File: src/rtl/parity_pkg.sv
// Shared definitions for the parity frame sequencer.
//   state_t  : controller states (IDLE, SHIFT, PARITY, DONE)
//   PAR_EVEN : odd_sel value that selects even parity
//   PAR_ODD  : odd_sel value that selects odd parity
package parity_pkg;

    typedef enum logic [1:0] {
        IDLE   = 2'd0,
        SHIFT  = 2'd1,
        PARITY = 2'd2,
        DONE   = 2'd3
    } state_t;

    localparam logic PAR_EVEN = 1'b0;
    localparam logic PAR_ODD  = 1'b1;

endpackage

File: src/rtl/parity_accum.sv
// Running-parity accumulator: a single XOR bit.
//   clk   : system clock, rising edge
//   rst_n : asynchronous active-low reset, clears p
//   clr   : synchronous clear (start of a new frame), wins over en
//   en    : fold d into the running parity this cycle
//   d     : data bit to fold in
//   p     : current running parity (XOR of all folded bits)
module parity_accum (
    input  logic clk,
    input  logic rst_n,
    input  logic clr,
    input  logic en,
    input  logic d,
    output logic p
);

    always_ff @(posedge clk or negedge rst_n) begin
        if (!rst_n) begin
            p <= 1'b0;
        end else if (clr) begin
            p <= 1'b0;
        end else if (en) begin
            p <= p ^ d;
        end
    end

endmodule

File: src/rtl/parity_frame_ctrl.sv
// Parallel-to-serial frame sequencer with appended parity bit.
// A word accepted on the in_valid/in_ready handshake is shifted out LSB-first,
// one bit per completed serial beat, followed by a parity beat (ser_last=1).
//
// Handshake rule (both interfaces): a transfer happens on a rising edge where
// valid and ready are both high; the source holds its payload stable until
// then, and valid never depends on ready.
//
// Ports:
//   clk, rst_n            : clock (rising edge), async active-low reset
//   in_valid/in_ready     : parallel word handshake; in_ready only in IDLE
//   in_data [DATA_W]      : parallel word
//   odd_sel               : parity mode sampled at accept (0 even, 1 odd)
//   abort                 : synchronous frame abort
//   ser_valid/ser_ready   : serial beat handshake
//   ser_out               : data bit or parity bit
//   ser_last              : current beat is the parity bit
//   par_out               : parity of the last completed frame
//   done                  : one-cycle completion pulse
//   busy                  : state is not IDLE
//   dbg_state             : current FSM state, for observation
import parity_pkg::*;

module parity_frame_ctrl #(
    parameter int DATA_W = 8
) (
    input  logic              clk,
    input  logic              rst_n,
    input  logic              in_valid,
    output logic              in_ready,
    input  logic [DATA_W-1:0] in_data,
    input  logic              odd_sel,
    input  logic              abort,
    input  logic              ser_ready,
    output logic              ser_valid,
    output logic              ser_out,
    output logic              ser_last,
    output logic              par_out,
    output logic              done,
    output logic              busy,
    output logic [1:0]        dbg_state
);

    localparam int CNT_W = $clog2(DATA_W);
    localparam logic [CNT_W-1:0] LAST_CNT = CNT_W'(DATA_W - 1);

    state_t            state;
    logic [DATA_W-1:0] shreg;
    logic [CNT_W-1:0]  count;
    logic              odd_q;
    logic              par_q;
    logic              acc;

    // Abort has priority over both acceptance and a completing beat.
    logic accept;
    logic beat;
    assign accept = (state == IDLE)  && in_valid  && !abort;
    assign beat   = (state == SHIFT) && ser_ready && !abort;

    parity_accum u_accum (
        .clk   (clk),
        .rst_n (rst_n),
        .clr   (accept),
        .en    (beat),
        .d     (shreg[0]),
        .p     (acc)
    );

    always_ff @(posedge clk or negedge rst_n) begin
        if (!rst_n) begin
            state <= IDLE;
            shreg <= '0;
            count <= '0;
            odd_q <= 1'b0;
            par_q <= 1'b0;
        end else begin
            case (state)
                IDLE: begin
                    if (accept) begin
                        shreg <= in_data;
                        odd_q <= odd_sel;
                        count <= '0;
                        state <= SHIFT;
                    end
                end
                SHIFT: begin
                    if (abort) begin
                        state <= IDLE;
                    end else if (ser_ready) begin
                        shreg <= shreg >> 1;
                        count <= count + 1'b1;
                        if (count == LAST_CNT) begin
                            state <= PARITY;
                        end
                    end
                end
                PARITY: begin
                    if (abort) begin
                        state <= IDLE;
                    end else if (ser_ready) begin
                        par_q <= acc ^ odd_q;
                        state <= DONE;
                    end
                end
                DONE: begin
                    // abort is deliberately ignored here: the frame is complete.
                    state <= IDLE;
                end
                default: state <= IDLE;
            endcase
        end
    end

    // Outputs decode only registered state, so they are stable for the whole
    // cycle and do not depend combinationally on ser_ready or abort.
    assign in_ready  = (state == IDLE);
    assign busy      = (state != IDLE);
    assign ser_valid = (state == SHIFT) || (state == PARITY);
    assign ser_last  = (state == PARITY);
    assign ser_out   = (state == SHIFT)  ? shreg[0] :
                       (state == PARITY) ? (acc ^ odd_q) : 1'b0;
    assign done      = (state == DONE);
    assign par_out   = par_q;
    assign dbg_state = state;

endmodule
File: config.mk
export PLATFORM = sky130hd
export DESIGN_NAME = parity_frame_ctrl
export DESIGN_NICKNAME = d
export VERILOG_FILES = /design/src/rtl/parity_pkg.sv /design/src/rtl/parity_accum.sv /design/src/rtl/parity_frame_ctrl.sv
export SDC_FILE = /design/constraint.sdc
export NUM_CORES = 1
export LEC_CHECK = 0
export ABC_AREA = 0
export ABC_CLOCK_PERIOD_IN_PS = 1800
export CAP_MARGIN = 10
export CORE_MARGIN = 1
export CORE_UTILIZATION = 44
export DETAILED_ROUTE_END_ITERATION = 12
export MAX_ROUTING_LAYER = met4
export PLACE_DENSITY = 0.72
export SYNTH_ARGS = -nofsm -noshare
export SYNTH_HDL_FRONTEND = slang
export SYNTH_SLANG_ARGS = --single-unit
File: constraint.sdc
create_clock -name clk -period 1.8 [get_ports clk]
set_input_delay 0.36 -clock clk [delete_from_list [all_inputs] [get_ports clk]]
set_output_delay 0.36 -clock clk [all_outputs]
set_load 0.1 [all_outputs]
==> results of run 1 <==
[path summary, 6_finish.rpt]
| path | start | to | slack [ps] | cells after the start |
|---|---|---|---|---|
| max | dbg_state[0] | busy | -80 | 5 |
| min | rst_n | par_out | 360 | 2 |
| max reg2reg | dbg_state[1] | dbg_state[1] | 10 | 6 |
| min reg2reg | shreg[2] | shreg[2] | 520 | 1 |
| max in group asynchronous | rst_n | dbg_state[0] | 1230 | 2 |
| min in group clk | shreg[2] | shreg[2] | 520 | 1 |
[metrics by stage]
step                      instances  hold slack [ps]  setup slack, ps  utilization (%)  TNS [ps]
after floorplan                  81            64.41           -665.8                -     -4986
after detailed placement        136            498.2           -9.721            69.85    -47.45
after global routing            155            376.8           -113.4            81.86    -450.5
after global placement          136            493.1            14.20            69.85         0
after CTS                       148            375.1           -41.04            76.65    -100.4
final                           155            364.1           -78.11            81.86    -146.6
[kinds of logic (layout without fill, tap and decap cells)]
| family | Yosys count | count (layout) | synth area share, % |
|---|---|---|---|
| multiplexers | 21 | 21 | 26.55 |
| AND/OR/NAND/NOR | 19 | 19 | 11.76 |
| flip-flops | 16 | 16 | 40.45 |
| AO/OA/AOI/OAI | 9 | 9 | 6.702 |
| buffers and inverters | 9 | 56 | 6.069 |
| adder cells (fa/ha/maj) | 6 | 6 | 7.585 |
| XOR/XNOR | 1 | 1 | 0.8851 |
[per-layer routing]
layer / wire, um / up-vias / track usage (%)
met3: 96 / 9 / 4.361
met4: 100 / 0 / 14.29
li1: - / 380 / -
met5: 0 / - / -
met1: 1106 / 395 / 27.59
met2: 1300 / 20 / 36.53
[timing repair]
item / in CTS / in global routing
pin swaps: 2 / 6
hold buffers: 0 / 0
setup buffers: 8 / 7
resized for setup: 8 / 11
endpoints found under the setup margin: 2 / 13
[state kept, by name (all words and copies together), names as in the netlist]
register	count
odd_q	1
u_accum.p	1
count	3
par_out	1
shreg	8
dbg_state	2
[layout make-up]
type / count / share of cell area [%]
Sequential cell: 16 / 24.40
Timing Repair Buffer: 47 / 31.66
Multi-Input combinational cell: 56 / 38.10
Tap cell: 27 / 2.021
Inverter: 5 / 1.647
Clock buffer: 4 / 2.171
[synthesized netlist by cell type, drive strengths merged]
| library cell | instances |
|---|---|
| a211oi | 1 |
| a21boi | 1 |
| a31oi | 1 |
| a32oi | 1 |
| buf | 4 |
| dfrtp | 16 |
| ha | 6 |
| inv | 5 |
| mux2 | 18 |
| mux2i | 3 |
| nand2 | 5 |
| nand2b | 1 |
| nand3 | 1 |
| nand3b | 1 |
| nand4 | 1 |
| nor2 | 1 |
| nor2b | 5 |
| nor3 | 1 |
| o211a | 1 |
| o21ai | 2 |
| o21bai | 1 |
| o311ai | 1 |
| or2 | 1 |
| or3 | 1 |
| or4 | 1 |
| xor2 | 1 |
==> results_dict.tcl, run 1 <==
set metrics [dict create \
    start_util_pct 48.47 \
    seqCellArea_um2 407.9 \
    ys_ff_latch 16 \
    cp-start-kind "register" \
    clkTransAtPathRegs_ps 100 \
    crit_type "reg2out" \
    first_pass_iters 3 \
    status "complete, but fails checks" \
    critPathSlowestCell "dfrtp_4" \
    crit_arrival_ps 1520 \
    core-area_mm2 0.002042 \
    die_height_um 49.43 \
    port_buffers 22 \
    skew_ps 2.629 \
    layout_common_cells "buf_4, dfrtp_1, clkdlybuf4s50_1" \
    die_w_um 49.43 \
    hp-class "in2async" \
    cts_tree "yes" \
    failed_checks "negative setup slack" \
    synth_top_area_share_pct 40.46 \
    vias 804 \
    crit_chain "inv_4 > buf_6 > ha_4 > clkinvlp_4 > buf_12" \
    final_common_cell "buf_4" \
    post_dp_cell_area_mm2 0.001426 \
    grt_first_pass_wirelength_um 4015 \
    nets 149 \
    ys_types 30 \
    path_delay_family "flip-flops" \
    clk_latency_ps 310 \
    endpoint_kind "output port" \
    wirelength_um 2604 \
    ios 23 \
    yosys_warnings 0 \
    cp_max_fo 5 \
    fin_ws_ps -78.11 \
    diodes 0 \
    finalSetupViolations 2 \
    hpwl_um 1500 \
    antenna_found_initial 0 \
    areaGrowthSynthToFinish_pct 68.90 \
    path_buf_inv 4 \
    root_buffer "clkbuf_4" \
    period_needed_ps 1878 \
    tightest_slew_ps 337.0 \
    fin_area_mm2 0.001672 \
    min_period_over_period_pct 104.3 \
    synthCells 81 \
    die_area_mm2 0.002443 \
    cts-buffers-inserted 3 \
    overflow 0 \
    grt_max_degree 17 \
    cts_sinks 16 \
    drc_errors 0 \
    clockBufferDepth 2 \
    first_iter_violations 1 \
    drv_cap 0 \
    final_antenna_net_count 0 \
    synth.largest_area_cell "dfrtp_1" \
    fmax_ghz 0.5325 \
    fillers 117 \
    slowest_delay_ps 530 \
    drive_above_1_share_pct 57.03 \
    gp_congestion 0.7977 \
    maxSlewHeadroom_pct 77.45 \
    rsz0062_at_grt "true" \
    synth_nets 101 \
    avgSynthCellArea_um2 12.22 \
    ctsHtreeMaxLevel 1 \
    grtUsageTotal_pct 23.31 \
    wire_per_inst_um 16.80 \
    required_ps 1440 \
    grt_pass1_vias 806 \
    ys_seq_area_share_pct 40.46 \
    drv_slew 0 \
    hold_violations 0 \
    syn-cell-area_um2 989.7 \
    multi_input_area_um2 636.9 \
    num_rows 16 \
    drt-vias-per-instance 5.187 \
    synth.area.top_cells "dfrtp_1, mux2_4, mux2_2" \
]
Power of run 1 is left out: the tool's default activity adds up to more than one toggle a clock period on the data nets, which glitch-free logic cannot reach.
==> run 2, diff against run 1 <==
--- a/config.mk
+++ b/config.mk
@@ -6,13 +6,14 @@
 export NUM_CORES = 1
 export LEC_CHECK = 0
 export ABC_AREA = 0
-export ABC_CLOCK_PERIOD_IN_PS = 1800
+export ABC_CLOCK_PERIOD_IN_PS = 2300
 export CAP_MARGIN = 10
 export CORE_MARGIN = 1
-export CORE_UTILIZATION = 44
+export CORE_UTILIZATION = 52
 export DETAILED_ROUTE_END_ITERATION = 12
 export MAX_ROUTING_LAYER = met4
-export PLACE_DENSITY = 0.72
+export PLACE_DENSITY = 0.8
+export SETUP_SLACK_MARGIN = 0.02
 export SYNTH_ARGS = -nofsm -noshare
 export SYNTH_HDL_FRONTEND = slang
 export SYNTH_SLANG_ARGS = --single-unit
==> constraint.sdc (replaced) <==
create_clock -name clk -period 2.3 [get_ports clk]
set_input_delay 0.46 -clock clk [delete_from_list [all_inputs] [get_ports clk]]
set_output_delay 0.46 -clock clk [all_outputs]
set_load 0.1 [all_outputs]
==> run 2 against run 1 <==
The flow now finishes without violations. Cell count decreased by 15%. Non-clock buffer count decreased by 22. Sequential share of layout area increased by 5.8 points. Worst hold slack improved by 160 ps. Clock skew increased by 3.6 ps. First-iteration DRC count increased to 14 times the previous value. Register-to-register slack improved by 310 ps. Core utilization decreased by 5.3 points. Die area decreased by 15%. Critical path depth unchanged. Global-route usage decreased by 0.48 points. Design area decreased by 19%. Critical endpoint is now ser_out.
==> results_dict.tcl, run 2 (synthesis results as in run 1) <==
set metrics [dict create \
    cts.repair.resized 0 \
    regMostFlops "shreg" \
    fmax_ghz 0.4625 \
    antenna_found_initial 0 \
    critPathSlowestCell "dfrtp_4" \
    required_ps 1840 \
    clkTransAtPathRegs_ps 90 \
    hpwl_um 1508 \
    cts_tree "yes" \
    overflow 0 \
    diodes 0 \
    port_buffers 22 \
    ff2ff_setup_slack_ps 320 \
    tightest_slew_ps 710.0 \
    endpoint_kind "output port" \
    first_iter_violations 14 \
    areaGrowthSynthToFinish_pct 36.54 \
    post_cts_buffers 0 \
    grt_max_degree 17 \
    core-area_mm2 0.001764 \
    largest_register_ffs 8 \
    crit_type "reg2out" \
    fin_util_pct 76.60 \
    drive_above_1_share_pct 40.57 \
    start_util_pct 56.10 \
    finalSetupViolations 0 \
    die_w_um 45.63 \
    period_needed_ps 2162 \
    slowest_delay_ps 530 \
    critPathLaunch "dbg_state[1]" \
    cts-buffers-inserted 3 \
    num_rows 15 \
    nets 127 \
    ctsHtreeMaxLevel 1 \
    wire_per_inst_um 15.06 \
    grt_pass1_vias 691 \
    grt_first_pass_wirelength_um 3146 \
    postCtsHoldBufs 0 \
    clk_latency_ps 290 \
    drv_slew 0 \
    r2r_start "dbg_state[1]" \
    cts_sinks 16 \
    drv_cap 0 \
    vias 703 \
    cp-start-kind "register" \
    status "complete, no violations" \
    die_area_mm2 0.002082 \
    hp-class "reg2reg" \
    cp_max_fo 9 \
    root_buffer "clkbuf_4" \
    die_height_um 45.63 \
    final_antenna_net_count 0 \
    min_period_over_period_pct 94.01 \
    gp_congestion 0.8112 \
    maxSlewHeadroom_pct 52.52 \
    clockBufferDepth 2 \
    place_inst 127 \
    first_pass_iters 4 \
    final_cells 131 \
    crit_arrival_ps 1700 \
    skew_ps 6.193 \
    final_common_cell "dfrtp_1" \
    drc_errors 0 \
    hold_start "odd_q" \
    wirelength_um 1973 \
    rsz0062_at_grt "false" \
    crit_chain "inv_4 > ha_1 > nand2_1 > o21ai_4 > buf_12" \
    ios 23 \
    drt-vias-per-instance 5.366 \
    hold_violations 0 \
    layout_common_cells "dfrtp_1, clkdlybuf4s50_1, mux2_2" \
    grtUsageTotal_pct 22.83 \
]
## run 2: changes by cell type in the layout (fill, tap and decap cells not counted), sizes merged
| cell | previous run | this run |
|---|---|---|
| buf | 34 | 12 |
## run 2: layout make-up
cell class,instances,area [um^2]
fill,133,412.9
multi-input combinational,56,565.5
timing repair buffer,25,282.8
tap,25,31.28
clock buffer,4,36.28
sequential,16,407.9
inverter,5,27.53
## run 2: critical path: cells and delay by family, from the launching register on
kind                       cells  cell delay [ps]
buffers and inverters          2              280
AOI/OAI and AO/OA              1              100
and+or+nand+nor                1              160
DFF                            1              530
adders and majority gates      1              350
## run 2: worst paths after layout
kind / to / cells past startpoint
worst max-delay path: ser_out / 5
min in group asynchronous: shreg[5] / 1
worst max register to register: shreg[0] / 6
worst min register to register: odd_q / 1
worst min-delay path: odd_q / 1
max in group asynchronous: dbg_state[0] / 1
## run 2: metal layers
layer	routed length [um]	share of wire, %	GRT usage [%]
met4	54	2.7	12.73
met1	898	46	28.89
met5	0	0	-
met2	979	50	34.57
met3	41	2.1	3.571
## run 2: per-stage QoR
step	setup WS (ps)	instance area [um^2]	TNS (ps)	hold slack, ps
3_5_place_dp	259.3	1315	0	494.0
6_report	137.8	1351	0	519.4
5_1_grt	58.41	1351	0	530.0
3_3_place_gp	343.2	1315	0	491.1
2_1_floorplan	-177.5	1042	-181.9	164.4
4_1_cts	126.9	1351	0	521.6
Power of run 2 is left out for the same reason.
==> run 3, diff against run 2 <==
--- a/config.mk
+++ b/config.mk
@@ -10,8 +10,8 @@
 export CAP_MARGIN = 10
 export CORE_MARGIN = 1
 export CORE_UTILIZATION = 52
+export CTS_CLUSTER_DIAMETER = 60
 export DETAILED_ROUTE_END_ITERATION = 12
-export MAX_ROUTING_LAYER = met4
 export PLACE_DENSITY = 0.8
 export SETUP_SLACK_MARGIN = 0.02
 export SYNTH_ARGS = -nofsm -noshare
==> results of run 3 <==
No change in the layout: final DEF, timing and power equal those of run 2.
Main changes from that run: final weighted congestion in routability-driven placement 0.8112 -> 0.7997; overall routing resource usage 22.83% -> 22.17%
Power of run 3 is left out for the same reason.
